===== src/rtl/exposure_field_scheduler_pkg.sv =====
// Shared definitions for the step-and-scan exposure field scheduler.
// Holds the FSM state encoding and the fault code constants.
// No logic; imported by the scheduler top.
package exposure_field_scheduler_pkg;

  typedef enum logic [2:0] {
    ST_IDLE   = 3'd0,
    ST_STEP   = 3'd1,
    ST_SETTLE = 3'd2,
    ST_SCAN   = 3'd3,
    ST_NEXT   = 3'd4,
    ST_DONE   = 3'd5,
    ST_FAULT  = 3'd6
  } state_e;

  localparam logic [1:0] FLT_NONE     = 2'b00;
  localparam logic [1:0] FLT_SAFETY   = 2'b01;
  localparam logic [1:0] FLT_SCAN_TMO = 2'b10;
  localparam logic [1:0] FLT_STEP_TMO = 2'b11;

endpackage


===== src/rtl/exposure_field_scheduler_field_stepper.sv =====
// Serpentine field walker: tracks target column/row, scan direction and last-field flag.
// Latency: init/advance take effect on the next clock; last_o is combinational from state.
// No backpressure; advances only when the scheduler pulses advance_i.
module exposure_field_scheduler_field_stepper #(
  parameter int COLS  = 4,
  parameter int ROWS  = 3,
  parameter int IDX_W = 4
) (
  input  logic             clk,
  input  logic             reset,
  input  logic             init_i,
  input  logic             advance_i,
  output logic [IDX_W-1:0] col_o,
  output logic [IDX_W-1:0] row_o,
  output logic             dir_o,
  output logic             last_o
);

  localparam logic [IDX_W-1:0] COL_MAX  = IDX_W'(COLS - 1);
  localparam logic [IDX_W-1:0] ROW_MAX  = IDX_W'(ROWS - 1);
  // With an odd row count the walk ends on the right edge, otherwise on the left.
  localparam logic [IDX_W-1:0] LAST_COL = (ROWS % 2 == 1) ? COL_MAX : '0;

  logic [IDX_W-1:0] col_q, col_d;
  logic [IDX_W-1:0] row_q, row_d;
  logic             dir_q, dir_d;

  // Next position: even rows run left-to-right, odd rows right-to-left, row steps at the edge.
  always_comb begin
    col_d = col_q;
    row_d = row_q;
    dir_d = dir_q;
    if (init_i) begin
      col_d = '0;
      row_d = '0;
      dir_d = 1'b0;
    end else if (advance_i) begin
      dir_d = ~dir_q;
      if (!row_q[0]) begin
        if (col_q == COL_MAX) row_d = row_q + 1'b1;
        else                  col_d = col_q + 1'b1;
      end else begin
        if (col_q == '0) row_d = row_q + 1'b1;
        else             col_d = col_q - 1'b1;
      end
    end
  end

  // Position registers.
  always_ff @(posedge clk) begin
    if (reset) begin
      col_q <= '0;
      row_q <= '0;
      dir_q <= 1'b0;
    end else begin
      col_q <= col_d;
      row_q <= row_d;
      dir_q <= dir_d;
    end
  end

  assign col_o  = col_q;
  assign row_o  = row_q;
  assign dir_o  = dir_q;
  assign last_o = (row_q == ROW_MAX) && (col_q == LAST_COL);

endmodule


===== src/rtl/exposure_field_scheduler.sv =====
// Step-and-scan scheduler: walks the field grid doing step -> settle -> scan per field.
// Latency: go pulses one cycle after state entry decision; source_on reacts combinationally to safety.
// Stage handshakes are waited on with TMO-cycle timeouts; expose_req low aborts to IDLE.
module exposure_field_scheduler
  import exposure_field_scheduler_pkg::*;
#(
  parameter int COLS   = 4,
  parameter int ROWS   = 3,
  parameter int IDX_W  = 4,
  parameter int CNT_W  = 8,
  parameter int SETTLE = 8,
  parameter int TMO    = 255
) (
  input  logic             clk,
  input  logic             reset,
  input  logic             expose_req,
  input  logic             safety_sensor,
  input  logic             ws_move_done,
  input  logic             ws_scan_done,
  input  logic             rs_scan_done,
  output logic             ws_step_go,
  output logic [IDX_W-1:0] step_col,
  output logic [IDX_W-1:0] step_row,
  output logic             ws_scan_go,
  output logic             rs_scan_go,
  output logic             scan_dir,
  output logic             source_on,
  output logic [CNT_W-1:0] field_count,
  output logic             expose_done,
  output logic             fault,
  output logic [1:0]       fault_code
);

  localparam int SET_W = $clog2(SETTLE + 1);
  localparam int TMR_W = $clog2(TMO + 1);
  localparam logic [SET_W-1:0] SETTLE_INIT = SET_W'(SETTLE - 1);
  localparam logic [TMR_W-1:0] TMO_LAST    = TMR_W'(TMO - 1);

  state_e           state_q;
  logic [SET_W-1:0] settle_q;
  logic [TMR_W-1:0] tmr_q;
  logic             ws_done_q, rs_done_q;
  logic             ws_step_go_q, ws_scan_go_q, rs_scan_go_q;
  logic [CNT_W-1:0] field_count_q;
  logic             expose_done_q, fault_q;
  logic [1:0]       fault_code_q;

  logic stp_init, stp_adv, stp_last;
  logic step_tmo, scan_tmo, ws_got, rs_got;

  // Stepper control and timeout/done decode for the current cycle.
  always_comb begin
    stp_init = (state_q == ST_IDLE) && expose_req;
    stp_adv  = (state_q == ST_NEXT) && expose_req && !safety_sensor && !stp_last;
    step_tmo = (state_q == ST_STEP) && (tmr_q == TMO_LAST);
    scan_tmo = (state_q == ST_SCAN) && (tmr_q == TMO_LAST);
    ws_got   = ws_done_q | ws_scan_done;
    rs_got   = rs_done_q | rs_scan_done;
  end

  exposure_field_scheduler_field_stepper #(
    .COLS (COLS),
    .ROWS (ROWS),
    .IDX_W(IDX_W)
  ) u_stepper (
    .clk      (clk),
    .reset    (reset),
    .init_i   (stp_init),
    .advance_i(stp_adv),
    .col_o    (step_col),
    .row_o    (step_row),
    .dir_o    (scan_dir),
    .last_o   (stp_last)
  );

  // Main sequencer: priority safety > timeout > request drop > stage done in the active states.
  always_ff @(posedge clk) begin
    if (reset) begin
      state_q       <= ST_IDLE;
      settle_q      <= '0;
      tmr_q         <= '0;
      ws_done_q     <= 1'b0;
      rs_done_q     <= 1'b0;
      ws_step_go_q  <= 1'b0;
      ws_scan_go_q  <= 1'b0;
      rs_scan_go_q  <= 1'b0;
      field_count_q <= '0;
      expose_done_q <= 1'b0;
      fault_q       <= 1'b0;
      fault_code_q  <= FLT_NONE;
    end else begin
      ws_step_go_q <= 1'b0;
      ws_scan_go_q <= 1'b0;
      rs_scan_go_q <= 1'b0;
      case (state_q)
        ST_IDLE: begin
          if (expose_req) begin
            state_q       <= ST_STEP;
            ws_step_go_q  <= 1'b1;
            tmr_q         <= '0;
            field_count_q <= '0;
          end
        end
        ST_DONE: begin
          if (!expose_req) begin
            state_q       <= ST_IDLE;
            expose_done_q <= 1'b0;
          end
        end
        ST_FAULT: begin
          state_q <= ST_FAULT;
        end
        default: begin
          if (safety_sensor) begin
            state_q      <= ST_FAULT;
            fault_q      <= 1'b1;
            fault_code_q <= FLT_SAFETY;
          end else if (step_tmo) begin
            state_q      <= ST_FAULT;
            fault_q      <= 1'b1;
            fault_code_q <= FLT_STEP_TMO;
          end else if (scan_tmo) begin
            state_q      <= ST_FAULT;
            fault_q      <= 1'b1;
            fault_code_q <= FLT_SCAN_TMO;
          end else if (!expose_req) begin
            state_q       <= ST_IDLE;
            field_count_q <= '0;
          end else begin
            case (state_q)
              ST_STEP: begin
                tmr_q <= tmr_q + 1'b1;
                if (ws_move_done) begin
                  state_q  <= ST_SETTLE;
                  settle_q <= SETTLE_INIT;
                end
              end
              ST_SETTLE: begin
                if (settle_q == '0) begin
                  state_q      <= ST_SCAN;
                  ws_scan_go_q <= 1'b1;
                  rs_scan_go_q <= 1'b1;
                  tmr_q        <= '0;
                  ws_done_q    <= 1'b0;
                  rs_done_q    <= 1'b0;
                end else begin
                  settle_q <= settle_q - 1'b1;
                end
              end
              ST_SCAN: begin
                tmr_q     <= tmr_q + 1'b1;
                ws_done_q <= ws_got;
                rs_done_q <= rs_got;
                if (ws_got && rs_got) state_q <= ST_NEXT;
              end
              ST_NEXT: begin
                field_count_q <= field_count_q + 1'b1;
                if (stp_last) begin
                  state_q       <= ST_DONE;
                  expose_done_q <= 1'b1;
                end else begin
                  state_q      <= ST_STEP;
                  ws_step_go_q <= 1'b1;
                  tmr_q        <= '0;
                end
              end
              default: state_q <= state_q;
            endcase
          end
        end
      endcase
    end
  end

  assign ws_step_go  = ws_step_go_q;
  assign ws_scan_go  = ws_scan_go_q;
  assign rs_scan_go  = rs_scan_go_q;
  assign field_count = field_count_q;
  assign expose_done = expose_done_q;
  assign fault       = fault_q;
  assign fault_code  = fault_code_q;
  // The source must drop in the very cycle the interlock rises, so it is not registered.
  assign source_on   = (state_q == ST_SCAN) && !safety_sensor;

endmodule


===== config.mk =====
export PLATFORM = sky130hd
export DESIGN_NAME = exposure_field_scheduler
export DESIGN_NICKNAME = d
export VERILOG_FILES = /design/src/rtl/exposure_field_scheduler_pkg.sv /design/src/rtl/exposure_field_scheduler_field_stepper.sv /design/src/rtl/exposure_field_scheduler.sv
export SDC_FILE = /design/constraint.sdc
export NUM_CORES = 1
export LEC_CHECK = 0
export ABC_AREA = 1
export BUFFER_PORTS_ARGS = -buffer_cell sky130_fd_sc_hd__buf_4
export CAP_MARGIN = 20
export CORE_MARGIN = 3
export CORE_UTILIZATION = 29
export CTS_CLUSTER_SIZE = 8
export DETAILED_ROUTE_END_ITERATION = 8
export GPL_TIMING_DRIVEN = 0
export SYNTH_ARGS = -nofsm -noshare
export SYNTH_HDL_FRONTEND = slang
export SYNTH_HIERARCHICAL = 1
export SYNTH_SLANG_ARGS = --single-unit

===== constraint.sdc =====
create_clock -name clk -period 4.8 [get_ports clk]
set_input_delay 0.24 -clock clk [delete_from_list [all_inputs] [get_ports clk]]
set_output_delay 0.24 -clock clk [all_outputs]
set_load 0.005 [all_outputs]

# After elaboration in Yosys (flattened, before gate mapping)
# Index checks and enable logic that the tools add are counted.
[totals]
inputBits = 7
wordCells = 162
output_inout_bits = 25
ff_bits = 40
[classes]
eq_ne = 30
n_reduce_logical = 38
muxes = 62
n_addsub = 6
bitwise = 11
[ops]
columns = ["cell", "n"]
rows = [
  ["8-bit 2-to-1 mux", 12],
  ["4-bit 2-to-1 mux", 8],
  ["8-bit case mux with 2 select lines", 2],
  ["3-bit 2-to-1 mux", 10],
  ["8-bit case mux with 3 select lines", 1],
  ["1-bit 2-to-1 mux", 19],
  ["8-bit by 1-bit adder with 8-bit output (second input constant)", 2],
  ["8-bit by 7-bit != test with 1-bit output (second input constant)", 2],
  ["8-bit AND reduction", 2],
  ["2-bit by 1-bit != test with 1-bit output (second input constant)", 7],
  ["2-bit != test (second input constant)", 7],
  ["2-bit nonzero test", 7],
  ["3-bit case mux with 4 select lines", 1],
  ["6-bit AND reduction", 2],
  ["10-bit by 1-bit != test with 1-bit output (second input constant)", 1],
  ["3-bit equality test (second input constant)", 3],
  ["1-bit logical AND", 9],
  ["1-bit NOT", 9],
  ["3-bit case mux with 3 select lines", 1],
  ["9-bit AND reduction", 1],
  ["9-bit OR reduction", 1],
  ["4-bit by 1-bit adder with 4-bit output (second input constant)", 2],
  ["4-bit by 2-bit equality test with 1-bit output (second input constant)", 2],
  ["8-bit equality test (second input constant)", 1],
  ["other kinds (20)", 35],
]

# Longest topological paths before layout
[depth]
ltp_word = 9
mapped_depth = 12
mapped_depth_nobuf = 12

# Hierarchy
# The synthesis kept the hierarchy.
[modules_own_cells]
columns = ["module", "seq_area_each_um2", "instances", "area_per_inst_um2", "cells_per_inst"]
rows = [
  ["exposure_field_scheduler", 620.6, 1, 2078.2, 322],
  ["exposure_field_scheduler_field_stepper", 180.2, 1, 600.6, 85],
]

# Worst setup path after synthesis
# No wires, ideal clock.
[synth_timing]
path_type = "reg-to-reg"
start = "reg u_stepper.row_q[0] (netlist: u_stepper/row_o[0])"
end = "reg u_stepper.col_q[3] (netlist: u_stepper/col_o[3])"
arrival_ps = 1777
setup_slack_ps = 2953
required_ps = 4730
n_path_buf = 1
stages_incl_launch_ff = 12
cell_sequence = "dfxtp_1 -> inv_1 -> ha_1 -> nand3_1 -> nor4_1 -> nor2_1 -> nand2_1 -> inv_1 -> buf_2 -> nand3_1 -> nand2_1 -> a21oi_1"
[synth_between]
elab_chain_len = 5
[synth_rtl]
columns = ["item", "line_no", "rtl"]
rows = [
  ["start: declaration", "exposure_field_scheduler_field_stepper.sv:25", "logic [IDX_W-1:0] row_q, row_d;"],
  ["start signal: assignment", "exposure_field_scheduler_field_stepper.sv:57", "row_q <= row_d;"],
  ["4-bit by 2-bit equality test with 1-bit output", "exposure_field_scheduler_field_stepper.sv:65", "assign last_o = (row_q == ROW_MAX) && (col_q == LAST_COL);"],
  ["1-bit logical AND", "exposure_field_scheduler_field_stepper.sv:65", ""],
  ["via stp_last", "exposure_field_scheduler.sv:48", "logic stp_init, stp_adv, stp_last;"],
  ["1-bit zero test", "exposure_field_scheduler.sv:54", "stp_adv = (state_q == ST_NEXT) && expose_req && !safety_sensor && !stp_last;"],
  ["1-bit logical AND", "exposure_field_scheduler.sv:54", ""],
  ["via stp_adv", "exposure_field_scheduler.sv:48", ""],
  ["3-bit AND reduction (no line)", "--", ""],
  ["end signal: assignment", "exposure_field_scheduler_field_stepper.sv:56", "col_q <= col_d;"],
  ["end: declaration", "exposure_field_scheduler_field_stepper.sv:24", "logic [IDX_W-1:0] col_q, col_d;"],
]
# The timed path passes the listed nets, and every way through them passes these cells.
# A chain may end at the register's enable or synchronous reset.

# Final worst setup path
[layout_timing]
start = "reg u_stepper.row_q[0] (netlist: u_stepper/row_o[0])"
end = "reg u_stepper.col_q[2] (netlist: u_stepper/col_o[2])"
# The elaborated chain is that of the path after synthesis.

==> summary.txt <==
Detailed routing
  • Residual DRC: 0
  • DR vias/cell: 4.61
  • Vias: 2554
  • TritonRoute pass-1 iters: 4
  • Antenna-violating nets left: 0
  • Total Wirelength: ~6.3 mm
  • DR WL/cell: 11.4 um
  • Initial DRC count: 112

Yosys
  • Syn_area_per_cell: 6.58 um2
  • Seq/Total Area, Yosys: 29.9%
  • Top post-synthesis cells by area: dfxtp_1, nand2_1, nor2_1
  • Synth top area share: 29.9%
  • Most used DFF post-synth: dfxtp_1
  • Synthesis warning total: 6
  • Post-Syn Area: 2680 um2
  • Top-count cell post-synth: nand2_1
  • Ys async rst share: 0%
  • Mapped Cells: 407
  • Number of synthesized flops with an enable pin: 0
  • Largest area contributor in the netlist: dfxtp_1
  • FF+latch count, synth: 40
  • Distinct cells, synth: 35
  • Syn Nets: about 420
  • Synth cell count leaders: nand2_1, nor2_1, inv_1, dfxtp_1, a21oi_1

Pwr
  • Total Power: 1.29 mW
  • Static leakage: 1.37 nW
  • Maximum VDD drop: 0.130 mV
  • Pwr Density: between 400 and 500 nW/um2

Critical path
  • CP max-delay cell: nor4_1
  • Critical path's top delay family: simple AND/OR/NAND/NOR gates
  • CP arrival: 2.53 ns
  • CP Capture Type: register
  • Setup Crit Path Kind: register to register
  • Crit start category: register
  • Critical path buffers and inverters: 3
  • Required time worst endpoint: about 5.0 ns
  • Max incr delay on CP: about 0.53 ns
  • CP cell instances: inv_1 -> ha_1 -> nand3_1 -> nor4_1 -> nor2_1 -> nand2_1 -> inv_1 -> buf_2 -> nand3_1 -> nand2_1 -> a21oi_1
  • Critical path fanouts, max: 10

Layout
  • Non-filler instance count after layout: 554
  • Layout area overhead: 17.9%
  • Layout cell share with drive strength beyond 1: 19.5%
  • Utilization after layout: a little over a third
  • Net count reported at finish: 461
  • ANT cells: 0

Floorplan
  • FP Rows: 34
  • Die width: 102 um
  • Top-level I/O count: 32
  • Initial core utilization: a little under a third
  • Die area: approximately 10000 um2
  • Core ar.: roughly 9000 um2
  • Die height: just over 100 um

STA
  • Fin crit share: 48.1%
  • Pins Over Slew Limit: 0
  • RSZ-0062 raised after global routing: no
  • Slew HR: a little over half
  • Worst-Margin Slew: 0.692 ns
  • Hold Fails Final Rpt: 0
  • Minimum clock period: 2.31 ns
  • Setup ws final: 2.49 ns
  • Final setup fails: 0
  • Clock Skew: 0.00571 ns
  • Setup TNS: 0 ns
  • Highest clock rate: 433 MHz

Clock network
  • Clk sinks: 40
  • Hold Buf Count CTS: 0
  • Post-CTS sizing: 0
  • Reg clk slew, reported paths: about 0.080 ns
  • Post-CTS Setup Repair Bufs: 0
  • CTS max path bufs: 2
  • Clk root buf: clkbuf_8
  • Max H-tree Level: 2
  • Insertion delay to the later sink of the worst-skew pair: 0.29 ns
  • CTS tree: yes
  • CTS Buf Count: 5

Run
  • Maxcap violations: 0

Placement
  • Placed Instances: 546
  • PortBufs: 31
  • Place WS: 2.53 ns
  • Routability cong.: 0.850
  • Hpwl dp: 4.73 mm

Run status
  • Status: finished, final reports clean

Global routing
  • Pin count of the biggest net entering global routing: 14
  • Grt peak-use layer: met2
  • Vias in the first global route: 2415
  • GR Util met3: 2.46%
  • First-pass GRT wire length: 11.1 mm
  • Initial antenna violation count: 0
  • Met2 usage: 22.1%
  • Overall routing resource usage: approximately an eighth
  • Global route overflow: 0
  • Met1 track demand over resource: 17.1%

Worst hold path
  • HP Class: input port to register
-- worst register-to-register path, cell delays in order (launching register included) --
cell and delay, ns:
dfxtp_1 0.40, inv_1 0.23, ha_1 0.18, nand3_1 0.07, nor4_1 0.53, nor2_1 0.11
nand2_1 0.08, inv_1 0.06, buf_2 0.19, nand3_1 0.18, nand2_1 0.07, a21oi_1 0.14
-- stage by stage --
step	hold slack, ns	area [um2]
2_1_floorplan	0.309	2680
3_3_place_gp	0.442	3050
3_5_place_dp	0.442	3050
4_1_cts	0.124	3160
5_1_grt	0.126	3160
6_report	0.127	3160
-- per-layer routing --
layer | vias up | wire [um]
met4 | 0 | 46
met1 | 1150 | 3070
li1 | 1365 | -
met3 | 5 | 222
met5 | - | 0
met2 | 34 | 2960
-- logic make-up (layout without fill, tap and decap cells) --
| kind of cell | after synthesis | after routing | synth area share [%] |
|---|---|---|---|
| AOI/OAI and AO/OA | 53 | 53 | 10.9 |
| adders and majority gates | 9 | 9 | 4.48 |
| buffers and inverters | 63 | 102 | 9.48 |
| DFF | 40 | 40 | 29.9 |
| and+or+nand+nor | 238 | 238 | 43.9 |
| xor gates and xnor gates | 4 | 4 | 1.31 |
-- where the power goes --
| part | internal (mW) | switching [mW] |
|---|---|---|
| clock | 0.154 | 0.124 |
| sequential | 0.374 | 0.0484 |
| combinational | 0.197 | 0.398 |
-- worst paths after layout --
path                                          from                  to  slack (ns)  cells past startpoint
worst max-delay path            u_stepper/row_o[0]  u_stepper/col_o[2]        2.49                     11
worst min-delay path                         reset         settle_q[2]        0.13                      2
worst max register to register  u_stepper/row_o[0]  u_stepper/col_o[2]        2.49                     11
worst min register to register           rs_done_q           rs_done_q        0.47                      2
-- area by class of cell --
| type | count | area [um2] |
|---|---|---|
| plain buffers | 7 | 36.3 |
| clock inverters | 3 | 42.5 |
| multi-input cells | 304 | 1620 |
| repair buffers | 31 | 233 |
| inverters | 56 | 218 |
| clock buffers | 5 | 68.8 |
| fillers | 962 | 5690 |
| well taps | 108 | 135 |
| flip-flops and latches | 40 | 801 |
-- sequential cells by signal (all words and copies together), names as in the netlist --
signal and cells:
field_count 8, tmr_q 8, settle_q 4, u_stepper/col_o 4, u_stepper/row_o 4, state_q 3
fault_code 2, expose_done 1, fault 1, rs_done_q 1, rs_scan_go 1, u_stepper/dir_o 1
ws_done_q 1, ws_step_go 1
-- cell usage in the layout, fill, tap and decap left out, types with 4 or more instances in the layout --
cell type / Yosys / layout
nand3_2: 6 / 6
buf_4: 2 / 33
nand2_4: 6 / 6
a21oi_1: 30 / 30
nand2_2: 5 / 5
ha_1: 8 / 8
nand4_1: 7 / 7
nor2_1: 51 / 51
nand3_1: 28 / 28
clkbuf_8: 0 / 5
o21ai_0: 15 / 15
dfxtp_1: 40 / 40
nor2_4: 8 / 8
inv_2: 4 / 4
nand2_1: 115 / 115
inv_1: 48 / 48
Note: power is estimated with default switching activity, not from simulation.
